<file path="src/rtl/lvds_link_train_ctrl.sv">
// LVDS link training controller: aligns the receiver with bit-slip pulses
// against a fixed training word, then passes user payload once the link is up.
//
// state  | meaning
// IDLE   | waiting for PLL and receiver lock
// SETTLE | letting the receiver settle after entry or after a slip
// CHECK  | counting consecutive training-word matches
// SLIP   | one-cycle bit-slip request to the receiver
// LINKED | link up, user payload flows both ways
// FAIL   | slip budget exhausted, held until retrain or reset
module lvds_link_train_ctrl #(
  parameter logic [7:0] TRAIN_PAT  = 8'hA5,
  parameter int         SETTLE_CYC = 4,
  parameter int         MATCH_CNT  = 8,
  parameter int         MAX_SLIPS  = 16
) (
  input  logic       clk,
  input  logic       rst,
  input  logic       pll_locked,
  input  logic       rx_locked,
  input  logic [7:0] rx_word,
  output logic [7:0] tx_word,
  output logic       rx_data_align,
  input  logic [7:0] user_tx_data,
  input  logic       user_tx_valid,
  output logic       user_tx_ready,
  output logic [7:0] user_rx_data,
  output logic       user_rx_valid,
  input  logic       retrain,
  output logic       link_up,
  output logic       link_fail,
  output logic [4:0] slip_cnt
);

  typedef enum logic [2:0] {
    IDLE,
    SETTLE,
    CHECK,
    SLIP,
    LINKED,
    FAIL
  } state_t;

  localparam logic [7:0] SETTLE_LAST = 8'(SETTLE_CYC - 1);
  localparam logic [7:0] MATCH_LAST  = 8'(MATCH_CNT - 1);
  localparam logic [4:0] SLIP_MAX    = 5'(MAX_SLIPS);

  state_t     state;
  logic [7:0] settle_cnt;
  logic [7:0] match_cnt;
  logic       locks_ok;

  assign locks_ok = pll_locked && rx_locked;

  always_ff @(posedge clk) begin
    if (rst) begin
      state         <= IDLE;
      tx_word       <= TRAIN_PAT;
      rx_data_align <= 1'b0;
      user_tx_ready <= 1'b0;
      user_rx_data  <= 8'h00;
      user_rx_valid <= 1'b0;
      link_up       <= 1'b0;
      link_fail     <= 1'b0;
      slip_cnt      <= 5'd0;
      settle_cnt    <= 8'd0;
      match_cnt     <= 8'd0;
    end else if (state != IDLE && (retrain || !locks_ok)) begin
      // Retrain and lock loss share the same abort path back to IDLE.
      state         <= IDLE;
      tx_word       <= TRAIN_PAT;
      rx_data_align <= 1'b0;
      user_tx_ready <= 1'b0;
      user_rx_valid <= 1'b0;
      link_up       <= 1'b0;
      link_fail     <= 1'b0;
      slip_cnt      <= 5'd0;
      settle_cnt    <= 8'd0;
      match_cnt     <= 8'd0;
    end else begin
      rx_data_align <= 1'b0;
      case (state)
        IDLE: begin
          if (locks_ok) begin
            state      <= SETTLE;
            settle_cnt <= 8'd0;
            slip_cnt   <= 5'd0;
          end
        end
        SETTLE: begin
          if (settle_cnt == SETTLE_LAST) begin
            state      <= CHECK;
            settle_cnt <= 8'd0;
            match_cnt  <= 8'd0;
          end else begin
            settle_cnt <= settle_cnt + 8'd1;
          end
        end
        CHECK: begin
          if (rx_word == TRAIN_PAT) begin
            if (match_cnt == MATCH_LAST) begin
              state         <= LINKED;
              link_up       <= 1'b1;
              user_tx_ready <= 1'b1;
              match_cnt     <= 8'd0;
            end else begin
              match_cnt <= match_cnt + 8'd1;
            end
          end else begin
            match_cnt <= 8'd0;
            if (slip_cnt < SLIP_MAX) begin
              state         <= SLIP;
              rx_data_align <= 1'b1;
              slip_cnt      <= (slip_cnt == SLIP_MAX) ? slip_cnt : slip_cnt + 5'd1;
            end else begin
              state     <= FAIL;
              link_fail <= 1'b1;
            end
          end
        end
        SLIP: begin
          state      <= SETTLE;
          settle_cnt <= 8'd0;
        end
        LINKED: begin
          tx_word       <= (user_tx_valid && user_tx_ready) ? user_tx_data : TRAIN_PAT;
          user_rx_data  <= rx_word;
          user_rx_valid <= 1'b1;
        end
        FAIL: begin
          state <= FAIL;
        end
        default: begin
          state <= IDLE;
        end
      endcase
    end
  end

endmodule

</file>
<file path="config.mk">
export PLATFORM = sky130hd
export DESIGN_NAME = lvds_link_train_ctrl
export DESIGN_NICKNAME = d
export VERILOG_FILES = /design/src/rtl/lvds_link_train_ctrl.sv
export SDC_FILE = /design/constraint.sdc
export NUM_CORES = 1
export LEC_CHECK = 0
export ABC_AREA = 1
export BUFFER_PORTS_ARGS = -buffer_cell sky130_fd_sc_hd__buf_2
export CORE_AREA = 2 2 54 81
export DETAILED_ROUTE_END_ITERATION = 8
export DIE_AREA = 0 0 56 83
export GPL_TIMING_DRIVEN = 0
export PLACE_DENSITY = 0.8
export SLEW_MARGIN = 20
export SYNTH_ARGS = -nofsm -noshare
export SYNTH_HDL_FRONTEND = slang
export SYNTH_SLANG_ARGS = --single-unit
</file>
<file path="constraint.sdc">
create_clock -name clk -period 2.5 [get_ports clk]
set_clock_uncertainty 0.1 [all_clocks]
set_input_delay 0.5 -clock clk [delete_from_list [all_inputs] [get_ports clk]]
set_output_delay 0.5 -clock clk [all_outputs]
set_load 0.01 [all_outputs]
</file>
=== Word-level counts from Yosys, hierarchy flattened ===
Index checks and enable logic that the tools add are counted.

* Output and inout bits: 26
* Register bits after elaboration: 44

* Bitwise gates (word level): 5
* Multiplexer cells: 20
* Reduce and logical (&&, ||, !) cells: 19
* Equal/unequal tests: 15
* $add $sub $neg: 3
* Magnitude comparators: 1

{| class="wikitable"
|+ Operators by type and width
! operator !! count
|-
| 2-to-1 mux 8 bit || 6
|-
| one-hot mux 8 bit (3 select lines) || 1
|-
| 2-to-1 mux 5 bit || 4
|-
| one-hot mux 3 bit (6 select lines) || 1
|-
| adder 8 x 1 -> 8 bit (second input constant) || 2
|-
| one-hot mux 8 bit (2 select lines) || 1
|-
| 2-to-1 mux 3 bit || 5
|-
| inequality test 2 bit (second input constant) || 5
|-
| one-hot mux 5 bit (2 select lines) || 1
|-
| equality test 8 x 2 -> 1 bit (second input constant) || 1
|-
| equality test 8 x 3 -> 1 bit (second input constant) || 1
|-
| equality test 8 bit (second input constant) || 1
|-
| equality test 3 x 2 -> 1 bit (second input constant) || 2
|-
| equality test 3 bit (second input constant) || 2
|-
| AND reduction 2 bit || 3
|-
| AND reduction 3 bit || 2
|-
| nonzero test 3 bit || 2
|-
| adder 5 x 1 -> 5 bit (second input constant) || 1
|-
| equality test 5 bit (second input constant) || 1
|-
| < comparator 5 bit (second input constant) || 1
|-
| NOT 1 bit || 5
|-
| AND reduction 5 bit || 1
|-
| AND reduction 4 bit || 1
|-
| nonzero test 2 bit || 2
|-
| other kinds (9) || 11
|}

=== Depth between registers and ports, before layout ===
Gate-level depths: netlist of run 1.

* Depth in word-level cells: 6
* Depth in mapped cells: 11
* Gate-level depth less buffers: 11

=== Worst setup path before layout of run 1 ===
No wires, ideal clock.

* Path type: register -> register
* Start: register settle_cnt[0]
* End: register state[2]
* Arrival time: 1.247 ns
* Stages on the path, launching flop included: 9
* Buffers on the path: 0
* Data required time: 2.287 ns
* Setup time: 0.113 ns
* Setup slack: 1.040 ns
* Cells stage by stage: dfxtp_1 ha_1 nand3_1 nor2_1 nor2_2 nor2_2 nand2_1 nor2_1 nor2_1

* Cells in the longest elaborated chain, start to end: 3

{| class="wikitable"
|+ RTL lines
! item !! RTL line !! source
|-
| from (decl) || 49 || <nowiki>logic [7:0] settle_cnt;</nowiki>
|-
| from (signal assigned) || 96 || <nowiki>settle_cnt <= settle_cnt + 8'd1;</nowiki>
|-
| equality test 8 x 2 -> 1 bit || 91 || <nowiki>if (settle_cnt == SETTLE_LAST) begin</nowiki>
|-
| inequality test 2 bit (no line) || n/a ||
|-
| AND reduction 4 bit (no line) || n/a ||
|-
| to (signal assigned) || 85 || <nowiki>state <= SETTLE;</nowiki>
|-
| to (signal assigned) || 92 || <nowiki>state <= CHECK;</nowiki>
|-
| to (signal assigned) || 102 || <nowiki>state <= LINKED;</nowiki>
|-
| to (decl) || 48 || <nowiki>state_t state;</nowiki>
|}

No other way between the ends.
A chain may end at the register's enable or synchronous reset.

=== Final worst setup path of run 1 ===
Same ends and word-level chain as after synthesis.

==> metrics.log, run 1 <==
[metrics] diodes inserted: 0
[metrics] Max stage delay on crit path: 0.38 ns
[metrics] Leak Pwr: 1.20 nW
[metrics] initial core utilization: 56.7%
[metrics] CTS clk-pin slew, worst paths: 0.08 ns
[metrics] crit path time final: 1.66 ns
[metrics] cell taking the most area after synthesis: dfxtp_1
[metrics] area of the mapped netlist: 2220 um^2
[metrics] post-synthesis compound-gate area fraction: 12.3%
[metrics] VDD IR-drop max: 0.776 mV
[metrics] simple logic cell fraction of the synthesized area: 35.2%
[metrics] flip-flop and latch count after synthesis: 44
[metrics] drt pass-1 iters: 7
[metrics] hold crit path type: flip-flop to flip-flop
[metrics] area enclosed by the die boundary: 4650 um^2
[metrics] Ys Warns: 0
[metrics] clock sink total: 44
[metrics] global placer's final weighted congestion: 0.846
[metrics] root buffer selected by CTS: clkbuf_8
[metrics] vertical die dimension: 83 um
[metrics] average routed wire per standard cell: 11.9 um
[metrics] max-capacitance violation count: 0
[metrics] total number of placement rows: 28
[metrics] final critical-path share of the clock period: 66.2%
[metrics] aggregate global routing overflow: 0
[metrics] share of cells above drive strength 1: 19.7%
[metrics] IO buf count: 46
[metrics] met3 wirelength from detailed routing: 161 um
[metrics] Critical Path Start: settle_cnt[0]$_SDFFE_PP0P_
[metrics] family with the most delay on the worst path: simple AND/OR/NAND/NOR gates
[metrics] setup violation total in the final timing report: 0
[metrics] chip width: 56 um
[metrics] share of Yosys cell area claimed by the top area cell type: 39.6%
[metrics] Detailed Route WL: 5020 um
[metrics] Worst slew margin: 72.7%
[metrics] kind of critical path: flip-flop to flip-flop
[metrics] register area: 881 um^2
[metrics] post-detailed-route DRC marker count: 0
[metrics] Iteration-0 DRC Markers: 81
[metrics] TNS Setup: 0 ns
[metrics] outcome: finished clean
[metrics] remaining number of nets flagged by the antenna check after routing: 0
[metrics] min-delay src: user_rx_data[7]$_SDFFE_PP0P_
[metrics] Slew Viols, Final: 0
[metrics] cell with the largest stage delay on the worst path: dfxtp_1
[metrics] instance count of the mapped netlist: 323
[metrics] core area: 3920 um^2
[metrics] worst reg2reg path startpoint: settle_cnt[0]$_SDFFE_PP0P_
[metrics] top achievable clock speed: 0.604 GHz
[metrics] Synth Area in Adders: 2.81%
[metrics] most repeated library cell on the critical path: nor2_1
[metrics] critical path, cell by cell: ha_1, nand3_1, nor2_1, nor2_2, nor2_2, nand2_1, nor2_1, nor2_1
[metrics] Max Buffers Root-to-Sink: 2
[metrics] global-route usage over all layers: 22.2%
[metrics] Post-CTS Hold Fix Bufs: 0
[metrics] cell total after placement: 414
[metrics] Worst Max-Slew Pin Slew: 0.410 ns
[metrics] Post-DP HPWL: 3790 um
[metrics] via count normalized by instance count: 5.26
[metrics] required time at the endpoint of the critical path: 2.59 ns
[metrics] count of instances resized after the clock tree is built: 0
[metrics] maximum number of pins on one net before global-route repair: 14
[metrics] cell area power density: 835 nW/um^2
[metrics] post-synthesis mux area share: 0%
[metrics] number of top-level pins: 48
[metrics] post-layout net count: 403
[metrics] detailed route wirelength on metal2: 2690 um
[metrics] CTS tree: yes
[metrics] top library cells by usage in the layout, fill and taps aside: nand2_1, buf_2, dfxtp_1, nor2_1
[metrics] Layout area overhead: 18.7%
[metrics] most common library cell in the layout ignoring fill and taps: nand2_1
[metrics] first-pass GRT wire length: 8540 um
[metrics] synthesized-area fraction occupied by xor and xnor cells: 0.394%
[metrics] mean instance size in the synthesized netlist: 6.88 um^2
[metrics] top routing layer in use: met4
[metrics] part of the Yosys area used for sequential elements: 39.6%
[metrics] total via count after detailed routing: 2216
[metrics] largest fanout of any net on the critical path: 4
[metrics] Bufs and invs on worst path: 0
[metrics] vias in the first global route: 2082
[metrics] Skew-Pair Late Insertion Delay: 0.30 ns
[metrics] number of distinct library cell variants in the gate-level netlist after synthesis: 30
[metrics] multi-input logic area: 1130 um^2
[metrics] fill cell total of the finished layout: 373
[metrics] RSZ-0062 raised after global routing: false
[metrics] H-tree depth: 2
[metrics] Synth Net Count: 350
[metrics] setup repair bufs after CTS: 0
[metrics] TritonCTS Buffers: 5
[metrics] number of failing hold endpoints at the final stage: 0
[metrics] Worst setup EP type: flip-flop
[metrics] main combinational cell family by area after synthesis: simple AND/OR/NAND/NOR gates
[metrics] M1 wire length: 2070 um
[metrics] final cell count without fillers: 421
[metrics] Critical Path AT: 1.75 ns
[metrics] leading cell types by total area after synthesis: dfxtp_1, nand2_1, nand3_1
[metrics] number of antenna violations at the first check in global routing: 0
[metrics] Critical Path Source Type: flip-flop
==> cells by family after synthesis <==
logic type / after synthesis
AOI/OAI and AO/OA: 49
and+or+nand+nor: 177
buffers and inverters: 47
adders and majority gates: 5
DFF: 44
xor gates and xnor gates: 1
==> worst paths after layout <==
kind	end	slack, ns	cells after the start
hold reg to reg	user_rx_data[7]$_SDFFE_PP0P_	0.36	2
hold / removal	user_rx_data[7]$_SDFFE_PP0P_	0.36	2
setup / recovery	state[2]$_SDFFE_PP0P_	0.84	8
setup reg to reg	state[2]$_SDFFE_PP0P_	0.84	8
==> state kept, by name, indices dropped and copies added (netlist names) <==
signal and count:
match_cnt 8, settle_cnt 8, tx_word 8, user_rx_data 8, slip_cnt 5, state 3, link_fail 1, link_up 1
rx_data_align 1, user_rx_valid 1
==> Yosys cell counts <==
library cell	instances
o21ai_1	2
a21oi_4	1
and3_1	1
clkbuf_1	1
ha_1	5
buf_4	4
nand3_2	1
buf_6	3
o21ai_0	12
nand3b_1	1
clkinv_1	1
a21o_1	1
nand3_1	35
nor2_4	2
nand2_1	78
nor2_1	39
a21oi_2	1
a211oi_1	4
inv_1	35
nor2_2	5
nand2_2	1
nand4_1	9
xor2_1	1
a21oi_1	27
nor3_1	4
buf_2	1
a31oi_1	1
dfxtp_1	44
nor3b_1	1
inv_2	2
==> worst reg2reg max path, delay by kind of cell (launching register included) <==
family	cells	cell delay, ns
DFF	1	0.38
and+or+nand+nor	7	0.83
adders and majority gates	1	0.23
==> per-stage QoR <==
step	hold WS, ns	setup slack [ns]	cell area, um^2	power (mW)	utilization, %
finish	0.359	0.845	2640	2.20	67.3
global route	0.359	0.637	2640	2.34	67.3
CTS	0.352	0.842	2640	2.22	67.3
detailed placement	0.351	0.737	2510	1.59	64.0
global placement	0.345	0.742	2510	1.58	64.0
floorplan	0.358	1.04	2220	1.40	-
==> report_power, final <==
part           internal (mW)  switching, mW  leakage, nW  total [mW]
clock                  0.393          0.235       0.0642       0.628
combinational          0.267          0.500        0.781       0.767
sequential             0.756         0.0525        0.356       0.808
==> area by class of cell <==
type	count	share of cell area [%]
Clock buffer	5	2.61
Tap cell	45	2.13
Sequential cell	44	33.4
Buffer	9	2.75
Clock inverter	2	2.28
Timing Repair Buffer	46	8.72
Multi-Input combinational cell	232	42.7
Inverter	38	5.41
==> metal layers <==
| metal | up-vias | track usage, % |
|---|---|---|
| met5 | - | 0 |
| met4 | 0 | 8.44 |
| met3 | 10 | 4.05 |
| met2 | 49 | 42.1 |
| met1 | 1003 | 23.3 |
| li1 | 1154 | - |
(Power assumes the default switching activity.)
==> inputs of run 2 (changes only) <==
--- a/config.mk
+++ b/config.mk
@@ -5,13 +5,13 @@
 export SDC_FILE = /design/constraint.sdc
 export NUM_CORES = 1
 export LEC_CHECK = 0
-export ABC_AREA = 1
+export ABC_AREA = 0
 export BUFFER_PORTS_ARGS = -buffer_cell sky130_fd_sc_hd__buf_2
-export CORE_AREA = 2 2 54 81
+export CORE_AREA = 2 2 59 88
 export DETAILED_ROUTE_END_ITERATION = 8
-export DIE_AREA = 0 0 56 83
+export DIE_AREA = 0 0 61 90
 export GPL_TIMING_DRIVEN = 0
-export PLACE_DENSITY = 0.8
+export PLACE_DENSITY = 0.7
 export SLEW_MARGIN = 20
 export SYNTH_ARGS = -nofsm -noshare
 export SYNTH_HDL_FRONTEND = slang
==> constraint.sdc (replaced) <==
create_clock -name clk -period 1.5 [get_ports clk]
set_clock_uncertainty 0.1 [all_clocks]
set_input_delay 0.3 -clock clk [delete_from_list [all_inputs] [get_ports clk]]
set_output_delay 0.3 -clock clk [all_outputs]
set_load 0.01 [all_outputs]
==> run 2 against run 1 <==
Net effect: the run now ends with setup timing left; worst hold slack got worse by 0.23 ns; worst setup slack got worse by 1.0 ns; synthesized cell count decreased by 24%; register-to-register slack got worse by 1.0 ns; combinational power decreased by 52%; critical endpoint is now match_cnt[3]$_SDFFE_PP0P_.
==> metrics.log, run 2 <==
[metrics] outcome: finished with violations (was finished clean)
[metrics] failing checks: setup timing
[metrics] Post-CTS Hold Fix Bufs: 0 (unchanged)
[metrics] Skew-Pair Late Insertion Delay: 0.31 ns (was 0.30 ns)
[metrics] Post-DP HPWL: 3770 um (was 3790 um)
[metrics] Layout area overhead: 44.3% (was 18.7%)
[metrics] number of distinct library cell variants in the gate-level netlist after synthesis: 52 (was 30)
[metrics] core area: 4770 um^2 (was 3920 um^2)
[metrics] cell with the largest stage delay on the worst path: or3b_4 (was dfxtp_1)
[metrics] IO buf count: 46 (unchanged)
[metrics] family with the most delay on the worst path: simple AND/OR/NAND/NOR gates (unchanged)
[metrics] Primary FF master, synth: dfxtp_1 (unchanged)
[metrics] VDD IR-drop max: 0.474 mV (was 0.776 mV)
[metrics] worst reg2reg path startpoint: state[1]$_SDFFE_PP0P_ (was settle_cnt[0]$_SDFFE_PP0P_)
[metrics] required time at the endpoint of the critical path: 1.63 ns (was 2.59 ns)
[metrics] RSZ-0062 raised after global routing: true (was false)
[metrics] capture point of the worst reg-to-reg path: match_cnt[3]$_SDFFE_PP0P_ (was state[2]$_SDFFE_PP0P_)
[metrics] share of total power in sequential cells: 50.5% (was 36.7%)
[metrics] TritonCTS Buffers: 5 (unchanged)
[metrics] max-capacitance violation count: 0 (unchanged)
[metrics] min-delay src: user_tx_data[7] (was user_rx_data[7]$_SDFFE_PP0P_)
[metrics] Max Buffers Root-to-Sink: 2 (unchanged)
[metrics] power dissipated by switching net loads: 658 uW (was 788 uW)
[metrics] instance count of the mapped netlist: 244 (was 323)
[metrics] area enclosed by the die boundary: 5490 um^2 (was 4650 um^2)
[metrics] Non-Filler Cell Area, Final: 3160 um^2 (was 2640 um^2)
[metrics] number of flops mapped to enable cells by yosys: 0 (unchanged)
[metrics] global-route usage over all layers: 21.9% (was 22.2%)
[metrics] cell area power density: 743 nW/um^2 (was 835 nW/um^2)
[metrics] vias in the first global route: 2149 (was 2082)
[metrics] part of the total power dissipated in combinational logic: 15.6% (was 34.8%)
[metrics] hold crit path type: primary input to flip-flop (was flip-flop to flip-flop)
[metrics] part of the Yosys area used for sequential elements: 40.2% (was 39.6%)
[metrics] Worst Max-Slew Pin Slew: 0.536 ns (was 0.410 ns)
[metrics] Worst slew margin: 64.3% (was 72.7%)
[metrics] Max stage delay on crit path: 0.43 ns (was 0.38 ns)
[metrics] H-tree depth: 2 (unchanged)
[metrics] Synth Net Count: 271 (was 350)
[metrics] Leak Pwr: 1.23 nW (was 1.20 nW)
[metrics] final critical-path share of the clock period: 111% (was 66.2%)
[metrics] Ys Warns: 0 (unchanged)
[metrics] average routed wire per standard cell: 15.2 um (was 11.9 um)
[metrics] cell total after placement: 356 (was 414)
[metrics] TNS Setup: -3.40 ns (was 0 ns)
[metrics] worst r2r path cells: 6 (was 8)
[metrics] crit path time final: 1.67 ns (was 1.66 ns)
[metrics] final cell count without fillers: 389 (was 421)
[metrics] total via count after detailed routing: 2131 (was 2216)
[metrics] CTS clk-pin slew, worst paths: 0.09 ns (was 0.08 ns)
[metrics] placed standard-cell area: 2570 um^2 (was 2510 um^2)
[metrics] total number of placement rows: 31 (was 28)
[metrics] Iteration-0 DRC Markers: 92 (was 81)
[metrics] maximum number of pins on one net before global-route repair: 17 (was 14)
[metrics] flip-flop and latch count after synthesis: 44 (unchanged)
[metrics] number of instances on the worst hold path: 3 (was 2)
[metrics] aggregate global routing overflow: 0 (unchanged)
[metrics] Detailed Route WL: 5920 um (was 5020 um)
[metrics] chip width: 61 um (was 56 um)
[metrics] Critical Path Source Type: flip-flop (unchanged)
[metrics] vertical die dimension: 90 um (was 83 um)
[metrics] area of the mapped netlist: 2190 um^2 (was 2220 um^2)
[metrics] via count normalized by instance count: 5.48 (was 5.26)
[metrics] share of Yosys cell area claimed by the top area cell type: 40.2% (was 39.6%)
[metrics] post-placement setup slack: -0.433 ns (was 0.737 ns)
[metrics] kind of critical path: flip-flop to flip-flop (unchanged)
[metrics] Slew Viols, Final: 0 (unchanged)
[metrics] share of cells above drive strength 1: 47.7% (was 19.7%)
[metrics] total power: 2.35 mW (was 2.20 mW)
[metrics] switching portion of total power: 28.0% (was 35.7%)
[metrics] most common library cell in the layout ignoring fill and taps: buf_2 (was nand2_1)
[metrics] number of antenna violations at the first check in global routing: 0 (unchanged)
[metrics] FFs w/ async S/R, synth: 0% (unchanged)
[metrics] Worst Hold Path EP: tx_word[7]$_SDFFE_PP1N_ (was user_rx_data[7]$_SDFFE_PP0P_)
[metrics] critical path, cell by cell: buf_6, or3b_4, nor3_4, buf_6, nand3_1, a31oi_1 (was ha_1, nand3_1, nor2_1, nor2_2, nor2_2, nand2_1, nor2_1, nor2_1)
[metrics] Power Internal: 1.69 mW (was 1.42 mW)
[metrics] top library cells by usage in the layout, fill and taps aside: buf_2, dfxtp_1, nand2_1, nor2_1, buf_4 (was nand2_1, buf_2, dfxtp_1, nor2_1)
[metrics] setup violation total in the final timing report: 41 (was 0)
[metrics] final setup slack of the worst path: -0.171 ns (was 0.845 ns)
[metrics] clock sink total: 44 (unchanged)
[metrics] post-layout net count: 349 (was 403)
[metrics] CTS tree: yes (unchanged)
[metrics] post-detailed-route DRC marker count: 0 (unchanged)
[metrics] drt pass-1 iters: 4 (was 7)
[metrics] root buffer selected by CTS: clkbuf_8 (unchanged)
[metrics] library cell with the highest instance count after synthesis: dfxtp_1 (was nand2_1)
[metrics] first-pass GRT wire length: 9370 um (was 8540 um)
[metrics] Critical Path AT: 1.80 ns (was 1.75 ns)
[metrics] top achievable clock speed: 0.599 GHz (was 0.604 GHz)
[metrics] remaining number of nets flagged by the antenna check after routing: 0 (unchanged)
[metrics] r2r setup slk: -0.17 ns (was 0.84 ns)
[metrics] portion of total power attributed to the clock network: 33.9% (was 28.5%)
[metrics] number of failing hold endpoints at the final stage: 0 (unchanged)
[metrics] leading cell types by total area after synthesis: dfxtp_1, nor2_1, mux2i_1 (was dfxtp_1, nand2_1, nand3_1)
[metrics] cell taking the most area after synthesis: dfxtp_1 (unchanged)
[metrics] mean instance size in the synthesized netlist: 8.98 um^2 (was 6.88 um^2)
[metrics] diodes inserted: 0 (unchanged)
[metrics] most common library cells after synthesis: dfxtp_1, nor2_1, nand2_1 (was nand2_1, dfxtp_1, nor2_1)
[metrics] number of top-level pins: 48 (unchanged)
[metrics] initial core utilization: 45.9% (was 56.7%)
[metrics] global placer's final weighted congestion: 0.826 (was 0.846)
[metrics] Worst setup EP type: flip-flop (unchanged)
[metrics] most repeated library cell on the critical path: buf_6 (was nor2_1)
[metrics] largest fanout of any net on the critical path: 10 (was 4)
[metrics] Bufs and invs on worst path: 2 (was 0)
-- run 2: how the worst max path moves through the flow --
stage	slack (ns)	to	cells after the start	from
after floorplan	-0.09	match_cnt[3]$_SDFFE_PP0P_	5	rx_word[6]
after global placement	-0.42	match_cnt[2]$_SDFFE_PP0P_	5	settle_cnt[0]$_SDFFE_PP0P_
after detailed placement	-0.43	match_cnt[2]$_SDFFE_PP0P_	5	settle_cnt[0]$_SDFFE_PP0P_
after CTS	-0.18	slip_cnt[4]$_SDFFE_PP0P_	6	state[1]$_SDFFE_PP0P_
after global routing	-0.29	match_cnt[3]$_SDFFE_PP0P_	6	state[1]$_SDFFE_PP0P_
final	-0.17	match_cnt[3]$_SDFFE_PP0P_	6	state[1]$_SDFFE_PP0P_
-- run 2: cells by family after synthesis --
group           synth area share [%]
simple gates                    26.7
compound gates                  19.2
flops                           40.2
buf+inv                         4.85
mux                             4.11
xor+xnor                        2.00
fa+ha+maj                       2.86
-- run 2: final cells by class --
cell class	count	area, um^2
tap	66	82.6
buffer	9	90.1
clock buffer	5	68.8
inverter	6	26.3
fill	401	1610
timing repair buffer	74	484
clock inverter	3	26.3
sequential	44	900
multi-input combinational	182	1480
-- run 2: metal layers --
layer / vias up / GRT usage [%] / part of all wire, %
met5: - / 0 / 0
met4: 0 / 10.7 / 2.8
met3: 16 / 3.88 / 2.7
met2: 36 / 38.3 / 56
met1: 1030 / 24.1 / 38
li1: 1049 / - / -
-- run 2: worst reg2reg max path, cell delays in order, from the launching register on --
cell and delay (ns):
dfxtp_2 0.34, buf_6 0.12, or3b_4 0.43, nor3_4 0.18, buf_6 0.17, nand3_1 0.09, a31oi_1 0.18
-- run 2: what timing repair did --
item,in CTS,in global routing
gates cloned,3,0
buffers inserted,18,8
pin swaps,19,7
gates resized for setup,43,38
endpoints found under the setup margin,44,44
-- run 2: power by group through the flow --
stage	Clock [mW]	Combinational, mW	Sequential [mW]
2_1_floorplan	0	0.155	1.21
3_3_place_gp	0	0.224	1.21
3_5_place_dp	0	0.227	1.21
4_1_cts	0.815	0.304	1.19
5_1_grt	0.853	0.389	1.19
6_report	0.797	0.366	1.19
-- run 2: stage by stage --
stage / hold slack [ns] / utilization (%)
3_3_place_gp: 0.338 / 53.8
3_5_place_dp: 0.340 / 53.8
5_1_grt: 0.135 / 66.3
4_1_cts: 0.145 / 62.1
6_report: 0.130 / 66.3
2_1_floorplan: 0.347 / -
==> inputs of run 3 (changes only) <==
--- a/config.mk
+++ b/config.mk
@@ -12,6 +12,7 @@
 export DIE_AREA = 0 0 61 90
 export GPL_TIMING_DRIVEN = 0
 export PLACE_DENSITY = 0.7
+export REMOVE_ABC_BUFFERS = 1
 export SLEW_MARGIN = 20
 export SYNTH_ARGS = -nofsm -noshare
 export SYNTH_HDL_FRONTEND = slang
==> run 3 against run 2 <==
Net effect: the flow still finishes with violations (setup timing); first-iteration DRC count is 49% higher; sequential share of layout area rose by 0.50 points; via count rose by 1.9%; wire length grew 2.6%; clock-buffer cell count is 1 higher.
==> metrics.log, run 3 (synthesized netlist as in run 2, its figures left out) <==
[metrics] outcome: finished with violations (unchanged)
[metrics] failing checks: setup timing (unchanged)
[metrics] final critical-path share of the clock period: 117% (was 111%)
[metrics] Layout area overhead: 41.8% (was 44.3%)
[metrics] hold crit path type: primary input to flip-flop (unchanged)
[metrics] most common library cell in the layout ignoring fill and taps: buf_2 (unchanged)
[metrics] crit path time final: 1.76 ns (was 1.67 ns)
[metrics] aggregate global routing overflow: 0 (unchanged)
[metrics] VDD IR-drop max: 0.846 mV (was 0.474 mV)
[metrics] core area: 4770 um^2 (unchanged)
[metrics] final setup slack of the worst path: -0.255 ns (was -0.171 ns)
[metrics] Worst slew margin: 66.5% (was 64.3%)
[metrics] via count normalized by instance count: 5.61 (was 5.48)
[metrics] cell total after placement: 345 (was 356)
[metrics] first-pass GRT wire length: 9410 um (was 9370 um)
[metrics] Bufs and invs on worst path: 2 (unchanged)
[metrics] fill cell total of the finished layout: 376 (was 401)
[metrics] kind of critical path: flip-flop to flip-flop (unchanged)
[metrics] CTS clk-pin slew, worst paths: 0.08 ns (was 0.09 ns)
[metrics] Post-DP HPWL: 3400 um (was 3770 um)
[metrics] H-tree depth: 2 (unchanged)
[metrics] Critical Path AT: 1.87 ns (was 1.80 ns)
[metrics] vertical die dimension: 90 um (unchanged)
[metrics] average routed wire per standard cell: 15.7 um (was 15.2 um)
[metrics] Leak Pwr: 1.25 nW (was 1.23 nW)
[metrics] largest fanout of any net on the critical path: 4 (was 10)
[metrics] area enclosed by the die boundary: 5490 um^2 (unchanged)
[metrics] total via count after detailed routing: 2171 (was 2131)
[metrics] Max Buffers Root-to-Sink: 2 (unchanged)
[metrics] required time at the endpoint of the critical path: 1.61 ns (was 1.63 ns)
[metrics] RSZ-0062 raised after global routing: true (unchanged)
[metrics] cell area power density: 777 nW/um^2 (was 743 nW/um^2)
[metrics] Skew-Pair Late Insertion Delay: 0.30 ns (was 0.31 ns)
[metrics] post-layout net count: 347 (was 349)
[metrics] chip width: 61 um (unchanged)
[metrics] Final Util: 65.1% (was 66.3%)
[metrics] Iteration-0 DRC Markers: 137 (was 92)
[metrics] Slew Viols, Final: 0 (unchanged)
[metrics] vias in the first global route: 1993 (was 2149)
[metrics] Detailed Route WL: 6070 um (was 5920 um)
[metrics] family with the most delay on the worst path: simple AND/OR/NAND/NOR gates (unchanged)
[metrics] maximum number of pins on one net before global-route repair: 14 (was 17)
[metrics] final cell count without fillers: 387 (was 389)
[metrics] setup violation total in the final timing report: 44 (was 41)
[metrics] share of cells above drive strength 1: 43.6% (was 47.7%)
[metrics] CTS tree: yes (unchanged)
[metrics] Worst Max-Slew Pin Slew: 0.499 ns (was 0.536 ns)
[metrics] post-detailed-route DRC marker count: 0 (unchanged)
[metrics] global placer's final weighted congestion: 0.789 (was 0.826)
[metrics] top library cells by usage in the layout, fill and taps aside: buf_2, dfxtp_1, nor2_1, buf_4, nand2_1 (was buf_2, dfxtp_1, nand2_1, nor2_1, buf_4)
[metrics] top achievable clock speed: 0.570 GHz (was 0.599 GHz)
[metrics] root buffer selected by CTS: clkbuf_8 (unchanged)
[metrics] total number of placement rows: 31 (unchanged)
[metrics] worst reg2reg path startpoint: state[2]$_SDFFE_PP0P_ (was state[1]$_SDFFE_PP0P_)
[metrics] clock sink total: 44 (unchanged)
[metrics] TritonCTS Buffers: 5 (unchanged)
[metrics] global-route usage over all layers: 21.9% (about the same)
[metrics] critical path, cell by cell: or3b_4, buf_4, a211oi_4, buf_4, a21oi_4, a221oi_2 (was buf_6, or3b_4, nor3_4, buf_6, nand3_1, a31oi_1)
[metrics] drt pass-1 iters: 4 (unchanged)
[metrics] remaining number of nets flagged by the antenna check after routing: 0 (unchanged)
[metrics] Critical Path Start: state[2]$_SDFFE_PP0P_ (was state[1]$_SDFFE_PP0P_)
[metrics] Critical Path Source Type: flip-flop (unchanged)
[metrics] cell with the largest stage delay on the worst path: or3b_4 (unchanged)
[metrics] Max stage delay on crit path: 0.44 ns (was 0.43 ns)
[metrics] min-delay src: rx_word[4] (was user_tx_data[7])
[metrics] IO buf count: 47 (was 46)
[metrics] initial core utilization: 45.9% (unchanged)
[metrics] number of top-level pins: 48 (unchanged)
[metrics] Worst setup EP type: flip-flop (unchanged)
[metrics] max-capacitance violation count: 0 (unchanged)
[metrics] hold_ws: 0.153 ns (was 0.130 ns)
[metrics] most repeated library cell on the critical path: buf_4 (was buf_6)
[metrics] diodes inserted: 0 (unchanged)
[metrics] number of failing hold endpoints at the final stage: 0 (unchanged)
[metrics] number of antenna violations at the first check in global routing: 0 (unchanged)
[run 3: changes by cell type in the layout (fill, tap and decap cells not counted), moves of 4 or more]
cell     change
a21oi_1      +4
a21oi_2      -5
buf_12       +4
buf_6        -5
nor2_1       +4
nor2_4       -4
[run 3: tightest hold or removal path, stage by stage]
cell and delay, ns:
buf_2 0.09, mux2i_1 0.06, nor2_1 0.07
[run 3: area by class of cell]
cell class | count | area (um^2) | area share (%)
multi-input combinational | 182 | 1430 | 46.0
sequential | 44 | 900 | 29.0
timing repair buffer | 81 | 564 | 18.2
tap | 66 | 82.6 | 2.66
clock buffer | 6 | 72.6 | 2.34
clock inverter | 2 | 35.0 | 1.13
inverter | 6 | 22.5 | 0.725
[run 3: per-layer routing]
layer  vias up  part of all wire, %  global-route usage (%)
met3         9                  3.3                    4.75
met5         -                    0                       0
li1       1044                    -                       -
met1      1063                   40                    27.0
met2        55                   54                    36.1
met4         0                  1.8                    8.15
[run 3: worst paths after layout]
path         cells after the start                      endpoint  slack [ns]
max                              6         state[1]$_SDFFE_PP0P_       -0.26
min                              3  user_rx_data[4]$_SDFFE_PP0P_        0.15
max reg2reg                      6         state[1]$_SDFFE_PP0P_       -0.26
min reg2reg                      2       tx_word[4]$_SDFFE_PP0N_        0.35
[run 3: metrics by stage]
step	setup slack (ns)	power [mW]	cell area, um^2	TNS (ns)
3_5_place_dp	-0.659	1.39	2420	-18.07
3_3_place_gp	-0.665	1.39	2420	-17.95
4_1_cts	-0.142	2.37	2970	-2.66
2_1_floorplan	-0.302	1.32	2110	-5.38
6_report	-0.255	2.42	3110	-5.24
5_1_grt	-0.285	2.50	3110	-7.37
[run 3: report_power, final]
group | total, mW | switching [mW] | internal, mW
clock network | 0.902 | 0.408 | 0.495
logic | 0.326 | 0.166 | 0.160
registers | 1.19 | 0.0144 | 1.17
[run 3: what timing repair did]
| action | CTS | global route |
|---|---|---|
| pin swaps | 23 | 14 |
| gates cloned | 1 | 0 |
| hold buffers | 0 | 0 |
| setup endpoints to repair | 44 | 44 |
| gates resized for setup | 52 | 20 |
| setup buffers | 24 | 11 |
